--- config.mk ---
export PLATFORM = sky130hd
export DESIGN_NAME = ad7606_emu
export DESIGN_NICKNAME = d
export VERILOG_FILES = /design/src/rtl/ad7606_emu.sv
export SDC_FILE = /design/constraint.sdc
export NUM_CORES = 1
export LEC_CHECK = 0
export ABC_AREA = 1
export CORE_ASPECT_RATIO = 1.1
export CORE_MARGIN = 3
export CORE_UTILIZATION = 40
export DETAILED_ROUTE_END_ITERATION = 8
export GPL_TIMING_DRIVEN = 1
export PLACE_DENSITY_LB_ADDON = 0.3
export SLEW_MARGIN = 20
export SYNTH_ARGS = -nofsm -noshare
export SYNTH_HDL_FRONTEND = slang
export SYNTH_SLANG_ARGS = --single-unit
--- constraint.sdc ---
create_clock -name clk_50 -period 2.4 [get_ports clk_50]
set_input_delay 0.24 -clock clk_50 [delete_from_list [all_inputs] [get_ports clk_50]]
set_output_delay 0.24 -clock clk_50 [all_outputs]
set_load 0.02 [all_outputs]
--- src/rtl/ad7606_emu.sv ---
// ad7606_emu - AD7606-style parallel ADC emulator for simulation and loopback.
//
// Responds to a controller's convert and read strobes the way the real part
// does. A rising edge of (cva & cvb) starts a conversion and raises busy.
// busy falls after the conversion time. Each falling edge of rd_n taken while
// cs_n is low then returns one channel sample on data.
//
// Strobe semantics: a strobe counts only on its edge, never on its level.
// A start is the first cycle with cva&cvb high. A read is the first cycle
// with rd_n low while cs_n is low. data, frstdata and ch_idx change at the
// posedge that sees the read edge, so they are valid one cycle after it.
//
// Parameters:
//   CH_NUM       channels returned per conversion (1..16)
//   DATA_W       sample width (>= 5)
//   CONV_CYCLES  busy length in clk_50 cycles at os=0 (>= 2)
//   LFSR_POLY    Galois LFSR feedback mask
//   LFSR_SEED    LFSR reset value (non-zero)
//
// Ports:
//   clk_50      in   system clock
//   rst_n       in   asynchronous active-low reset
//   rst_ad7606  in   emulated chip reset, synchronous active-high
//   cva, cvb    in   convert start strobes; both must be high to start
//   cs_n, rd_n  in   chip select and read strobe, active-low
//   os          in   oversampling code; busy length is CONV_CYCLES<<os,
//                    and 7 is treated as 0
//   mode        in   data pattern: 0 counter, 1 fixed seed, 2 LFSR, 3 tag
//   seed        in   value returned in mode 1
//   busy        out  conversion in progress
//   data        out  parallel sample, held between reads
//   frstdata    out  high while data holds channel 0
//   ch_idx      out  next channel to be read
//   conv_err    out  one-cycle pulse on a protocol error
//
// Build option: when AD7606_BUSY_JITTER_EN is defined, LFSR[2:0] is added to
// every busy length, and the LFSR advances once per accepted start.

module ad7606_emu #(
  parameter int              CH_NUM      = 8,
  parameter int              DATA_W      = 16,
  parameter int              CONV_CYCLES = 4000,
  parameter logic [DATA_W-1:0] LFSR_POLY = 16'hB400,
  parameter logic [DATA_W-1:0] LFSR_SEED = 16'hACE1
) (
  input  logic              clk_50,
  input  logic              rst_n,
  input  logic              rst_ad7606,
  input  logic              cva,
  input  logic              cvb,
  input  logic              cs_n,
  input  logic              rd_n,
  input  logic [2:0]        os,
  input  logic [1:0]        mode,
  input  logic [DATA_W-1:0] seed,
  output logic              busy,
  output logic [DATA_W-1:0] data,
  output logic              frstdata,
  output logic [3:0]        ch_idx,
  output logic              conv_err
);

  // Sized for the largest length: os_eff=6 would be enough, but 7 keeps margin.
  localparam int unsigned MAX_LEN = CONV_CYCLES * 128 + 8;
  localparam int          TW      = $clog2(MAX_LEN + 1);
  localparam logic [3:0]  LAST_CH = 4'(CH_NUM - 1);

  typedef enum logic [1:0] {
    IDLE = 2'd0,
    CONV = 2'd1,
    READ = 2'd2
  } state_t;

  state_t            state, state_n;
  logic              busy_n, frstdata_n, conv_err_n;
  logic [DATA_W-1:0] data_n;
  logic [3:0]        ch_idx_n;
  logic [TW-1:0]     timer, timer_n;
  logic [DATA_W-1:0] conv_cnt, conv_cnt_n;
  logic [DATA_W-1:0] lfsr, lfsr_n;
  logic              cv_d, cv_d_n;
  logic              rd_n_d, rd_n_d_n;

  logic              cv, start, rd_fall;
  logic [2:0]        os_eff;
  logic [TW-1:0]     conv_len;
  logic [DATA_W-1:0] lfsr_step;

  assign cv      = cva & cvb;
  assign start   = cv & ~cv_d;
  assign rd_fall = ~rd_n & rd_n_d & ~cs_n;
  assign os_eff  = (os == 3'd7) ? 3'd0 : os;

  // Galois form: shift right and fold the mask in when a 1 drops out.
  assign lfsr_step = lfsr[0] ? ((lfsr >> 1) ^ LFSR_POLY) : (lfsr >> 1);

`ifdef AD7606_BUSY_JITTER_EN
  assign conv_len = (TW'(CONV_CYCLES) << os_eff) + TW'(lfsr[2:0]);
`else
  assign conv_len = TW'(CONV_CYCLES) << os_eff;
`endif

  always_comb begin
    state_n    = state;
    busy_n     = busy;
    data_n     = data;
    frstdata_n = frstdata;
    ch_idx_n   = ch_idx;
    conv_err_n = 1'b0;
    timer_n    = timer;
    conv_cnt_n = conv_cnt;
    lfsr_n     = lfsr;
    cv_d_n     = cv;
    rd_n_d_n   = rd_n;

    if (rst_ad7606) begin
      state_n    = IDLE;
      busy_n     = 1'b0;
      data_n     = '0;
      frstdata_n = 1'b0;
      ch_idx_n   = '0;
      timer_n    = '0;
      conv_cnt_n = '0;
      lfsr_n     = LFSR_SEED;
      cv_d_n     = 1'b0;
      rd_n_d_n   = 1'b1;
    end else begin
      case (state)
        IDLE, READ: begin
          if (start) begin
            // A start in READ abandons the remaining reads. It is legal and
            // outranks a read edge arriving in the same cycle.
            busy_n  = 1'b1;
            timer_n = conv_len - TW'(1);
            state_n = CONV;
`ifdef AD7606_BUSY_JITTER_EN
            lfsr_n  = lfsr_step;
`endif
          end else if (rd_fall) begin
            if (state == IDLE) begin
              conv_err_n = 1'b1;
            end else begin
              case (mode)
                2'd0: data_n = conv_cnt - DATA_W'(1) + DATA_W'(ch_idx);
                2'd1: data_n = seed;
                2'd2: begin
                  data_n = lfsr;
                  lfsr_n = lfsr_step;
                end
                2'd3: data_n = {ch_idx, conv_cnt[DATA_W-5:0]};
              endcase
              frstdata_n = (ch_idx == 4'd0);
              if (ch_idx == LAST_CH) begin
                ch_idx_n = '0;
                state_n  = IDLE;
              end else begin
                ch_idx_n = ch_idx + 4'd1;
              end
            end
          end
        end
        CONV: begin
          if (start || rd_fall) conv_err_n = 1'b1;
          // The timer is loaded with len-1 and busy drops when it reads zero,
          // so busy is high for exactly len cycles.
          if (timer == '0) begin
            busy_n     = 1'b0;
            ch_idx_n   = '0;
            conv_cnt_n = conv_cnt + DATA_W'(1);
            state_n    = READ;
          end else begin
            timer_n = timer - TW'(1);
          end
        end
        default: state_n = IDLE;
      endcase
    end
  end

  always_ff @(posedge clk_50 or negedge rst_n) begin
    if (!rst_n) begin
      state    <= IDLE;
      busy     <= 1'b0;
      data     <= '0;
      frstdata <= 1'b0;
      ch_idx   <= '0;
      conv_err <= 1'b0;
      timer    <= '0;
      conv_cnt <= '0;
      lfsr     <= LFSR_SEED;
      cv_d     <= 1'b0;
      rd_n_d   <= 1'b1;
    end else begin
      state    <= state_n;
      busy     <= busy_n;
      data     <= data_n;
      frstdata <= frstdata_n;
      ch_idx   <= ch_idx_n;
      conv_err <= conv_err_n;
      timer    <= timer_n;
      conv_cnt <= conv_cnt_n;
      lfsr     <= lfsr_n;
      cv_d     <= cv_d_n;
      rd_n_d   <= rd_n_d_n;
    end
  end

endmodule

==> results.sh <==
export IMPL_clock_tree_htree_level_count=3
export IMPL_drt_first_pass_iters=5
export IMPL_setup_viol_count_final=0
export IMPL_die_width_um=118
export IMPL_hold_ws_ps=395
export IMPL_antenna_cells_inserted=0
export IMPL_post_synth_inst_count=759
export IMPL_synth_cells_most_frequent="sky130_fd_sc_hd__nand2_1, sky130_fd_sc_hd__inv_1, sky130_fd_sc_hd__dfrtp_1, sky130_fd_sc_hd__nor2_1, sky130_fd_sc_hd__nand3_1"
export IMPL_placed_cells=998
export IMPL_final_instance_count_excl_fill=1020
export IMPL_antenna_found_initial=0
export IMPL_place_congestion=0.931
export IMPL_critical_path_max_fanout=4
export IMPL_ys_warn_count=0
export IMPL_layout_nets=892
export IMPL_power_per_cell_area_mw_per_mm2=530
export IMPL_clock_root_buffer="sky130_fd_sc_hd__clkbuf_16"
export IMPL_detailedPlacementHpwl_um=11400
export IMPL_multi_input_area_mm2=0.00308
export IMPL_cts_buffers=9
export IMPL_finalWorstPathRequiredPeriod_ps=2240
export IMPL_post_place_worst_slack_ps=80.5
export IMPL_timing_critical_path_from_type="flip-flop"
export IMPL_grt_setup_unrepaired="no"
export IMPL_post_route_cells_drive_above_1_share_pct=12.1
export IMPL_synth_top_cell_area_share_pct=31.3
export IMPL_layout_overhead_on_the_synthesized_area_pct=21.0
export IMPL_slew_violations=0
export IMPL_fp_dieArea_mm2=0.0153
export IMPL_timing_worst_setup_path_type="reg2reg"
export IMPL_die_height_um=129
export IMPL_finalWorstSetupSlack_ps=158
export IMPL_asyncSetResetFlopFracSynth_pct=100
export IMPL_drt_wl_total_um=14800
export IMPL_timing_setup_tns_ps=0
export IMPL_tightestPinTransition_ps=456
export IMPL_global_route_usage_total_pct=20.1
export IMPL_static_leakage_power_uw=0.00322
export IMPL_post_route_drc=0
export IMPL_worst_ep_required_time_ps=2630
export IMPL_drt_iter0_markers=380
export IMPL_synth_cell_type_count=49
export IMPL_finalHoldViolCount=0
export IMPL_finalCritPeriodShare_pct=93.4
export IMPL_route_antenna_remaining_nets=0
export IMPL_dominantRegCellSynth="sky130_fd_sc_hd__dfrtp_1"
export IMPL_clkSlewWorstSetupHoldPaths_ps=60
export IMPL_post_route_util_pct=49.9
export IMPL_syn_avg_cell_area_um2=7.28
export IMPL_vias_in_the_first_global_route=5074
export IMPL_slew_limit_headroom_pct=69.4
export IMPL_cts_root_to_sink_buffers=2
export IMPL_nFillCells=1317
export IMPL_worstPathArrival_ps=2470
export IMPL_pin_count_of_the_biggest_net_entering_global_routing=46
export IMPL_io_pins=51
export IMPL_std_cell_rows=44
export IMPL_port_buffers=50
export IMPL_globalRouteOverflowTotal=0
export IMPL_post_synth_instance_area_mm2=0.00552
export IMPL_synth_seq_area_share_pct=35.5
export IMPL_core_area_mm2=0.0134
export IMPL_ir_drop_v=0.000286
export IMPL_cap_violations=0
export IMPL_timing_fmax_ghz=0.446
export IMPL_route_detailed_vias_per_inst=5.13
export IMPL_outcome="finished, final reports clean"
export IMPL_skew_ps=10.4
export IMPL_synth_enable_flop_cells=0
export IMPL_grt_pass1_wl_um=24900
export IMPL_synthDominantAreaCellType="sky130_fd_sc_hd__dfrtp_1"
export IMPL_dominant_cell_by_count_in_the_synthesized_netlist="sky130_fd_sc_hd__nand2_1"
export IMPL_clock_sink_count=78
export IMPL_synth_net_count=820
export IMPL_via_count=5233
export IMPL_route_detailed_wl_per_inst_um=14.5
export IMPL_seqCellArea_mm2=0.00196
export IMPL_synth_ff_latch_count=78
export IMPL_insertion_delay_ps=340
export IMPL_endpoint_kind="flip-flop"
export IMPL_tritoncts="built"
export IMPL_yosys_top_cells_area="sky130_fd_sc_hd__dfrtp_1, sky130_fd_sc_hd__nand2_1, sky130_fd_sc_hd__ha_1, sky130_fd_sc_hd__inv_1, sky130_fd_sc_hd__nand3_1"
export IMPL_worst_hold_path_type="in2async"
export IMPL_initial_core_util_pct=41.3
## logic make-up (layout without fill, tap and decap cells)
group / after synthesis / in the layout / share of synthesized area, %
simple gates: 355 / 355 / 29.3
compound gates: 158 / 158 / 16.3
buf+inv: 120 / 197 / 8.84
flops: 78 / 78 / 35.5
fa+ha+maj: 33 / 33 / 7.61
xor+xnor: 15 / 15 / 2.38
## state kept, by name, indices dropped and copies added, names as in the netlist
signal	cells
cv_d	1
busy	1
frstdata	1
data	16
state	2
ch_idx	4
conv_err	1
rd_n_d	1
timer	19
conv_cnt	16
lfsr	16
## power by group
group,internal (uW),switching (uW)
clock,763,563
sequential,1400,45.1
combinational,296,474
## metal layers
layer  vias to the layer above  global-route usage, %  part of all wire (%)
met5                         -                      0                     0
met4                         0                   8.34                   2.7
met3                        20                   2.62                   4.1
met2                       117                   35.3                    47
met1                      2427                   25.3                    46
li1                       2669                      -                     -
## cells in the final DEF (no fill, tap or decap), types with 3 or more instances in the layout
cell / instances
sky130_fd_sc_hd__nor2_4: 3
sky130_fd_sc_hd__nand2_2: 15
sky130_fd_sc_hd__buf_4: 31
sky130_fd_sc_hd__nand2_1: 173
sky130_fd_sc_hd__o21ai_1: 19
sky130_fd_sc_hd__nand4_1: 8
sky130_fd_sc_hd__o221ai_1: 3
sky130_fd_sc_hd__inv_2: 7
sky130_fd_sc_hd__xor2_1: 8
sky130_fd_sc_hd__clkbuf_1: 3
sky130_fd_sc_hd__o2111ai_1: 3
sky130_fd_sc_hd__dfstp_2: 9
sky130_fd_sc_hd__nor2_2: 4
sky130_fd_sc_hd__inv_1: 89
sky130_fd_sc_hd__nor3_1: 6
sky130_fd_sc_hd__nand3_1: 58
sky130_fd_sc_hd__o32ai_1: 3
sky130_fd_sc_hd__dfrtp_1: 69
sky130_fd_sc_hd__nand3_2: 4
sky130_fd_sc_hd__xnor2_1: 7
sky130_fd_sc_hd__clkdlybuf4s50_1: 49
sky130_fd_sc_hd__clkinv_1: 3
sky130_fd_sc_hd__clkbuf_16: 9
sky130_fd_sc_hd__o211ai_1: 4
sky130_fd_sc_hd__ha_1: 30
sky130_fd_sc_hd__o22ai_1: 18
sky130_fd_sc_hd__nand3b_1: 3
sky130_fd_sc_hd__o21ai_0: 43
sky130_fd_sc_hd__nor2_1: 69
sky130_fd_sc_hd__nor3_2: 5
sky130_fd_sc_hd__a21oi_1: 51
## path summary, 6_finish.rpt
| kind | start | end | slack [ps] | cells past startpoint |
|---|---|---|---|---|
| hold reg to reg | timer[4]$_DFFE_PN0P_ | timer[4]$_DFFE_PN0P_ | 480 | 2 |
| setup reg to reg | ch_idx[2]$_DFFE_PN0P_ | data[6]$_DFFE_PN0P_ | 160 | 13 |
| setup / recovery | ch_idx[2]$_DFFE_PN0P_ | data[6]$_DFFE_PN0P_ | 160 | 13 |
| max in group asynchronous | rst_n | lfsr[13]$_DFFE_PN1P_ | 1350 | 3 |
| min in group clk_50 | cva | cv_d$_DFF_PN0_ | 460 | 3 |
| hold / removal | rst_n | conv_err$_DFF_PN0_ | 400 | 2 |
## worst max-delay path, stage by stage, from the launching register on
cell and delay [ps]:
sky130_fd_sc_hd__dfrtp_1 400, sky130_fd_sc_hd__inv_1 120, sky130_fd_sc_hd__ha_1 290, sky130_fd_sc_hd__inv_1 60, sky130_fd_sc_hd__ha_1 310, sky130_fd_sc_hd__nand2_1 70
sky130_fd_sc_hd__nor2_1 40, sky130_fd_sc_hd__nand2_1 60, sky130_fd_sc_hd__o211ai_1 80, sky130_fd_sc_hd__buf_4 160, sky130_fd_sc_hd__buf_4 130, sky130_fd_sc_hd__xor2_1 150
sky130_fd_sc_hd__o211ai_1 190, sky130_fd_sc_hd__nand2_1 80
## metrics by stage
stage          power, uW  instance area, um^2
6_report            3540                 6680
5_1_grt             3720                 6680
4_1_cts             3550                 6630
3_5_place_dp        2210                 6340
3_3_place_gp        2210                 6340
2_1_floorplan       1960                 5520
## layout make-up
class	instances	share of cell area (%)
Clock inverter	2	0.243
Multi-Input combinational cell	561	46.1
Timing Repair Buffer	82	11.3
Inverter	99	5.56
Clock buffer	14	3.95
Sequential cell	78	29.4
Tap cell	184	3.45
## timing repair
item,4_1_cts,5_1_grt
setup buffers,0,5
endpoints found under the setup margin,0,8
endpoints found under the hold margin,26,0
hold buffers,1,0
resized for setup,0,6
Power figures use the tool's default switching activity.
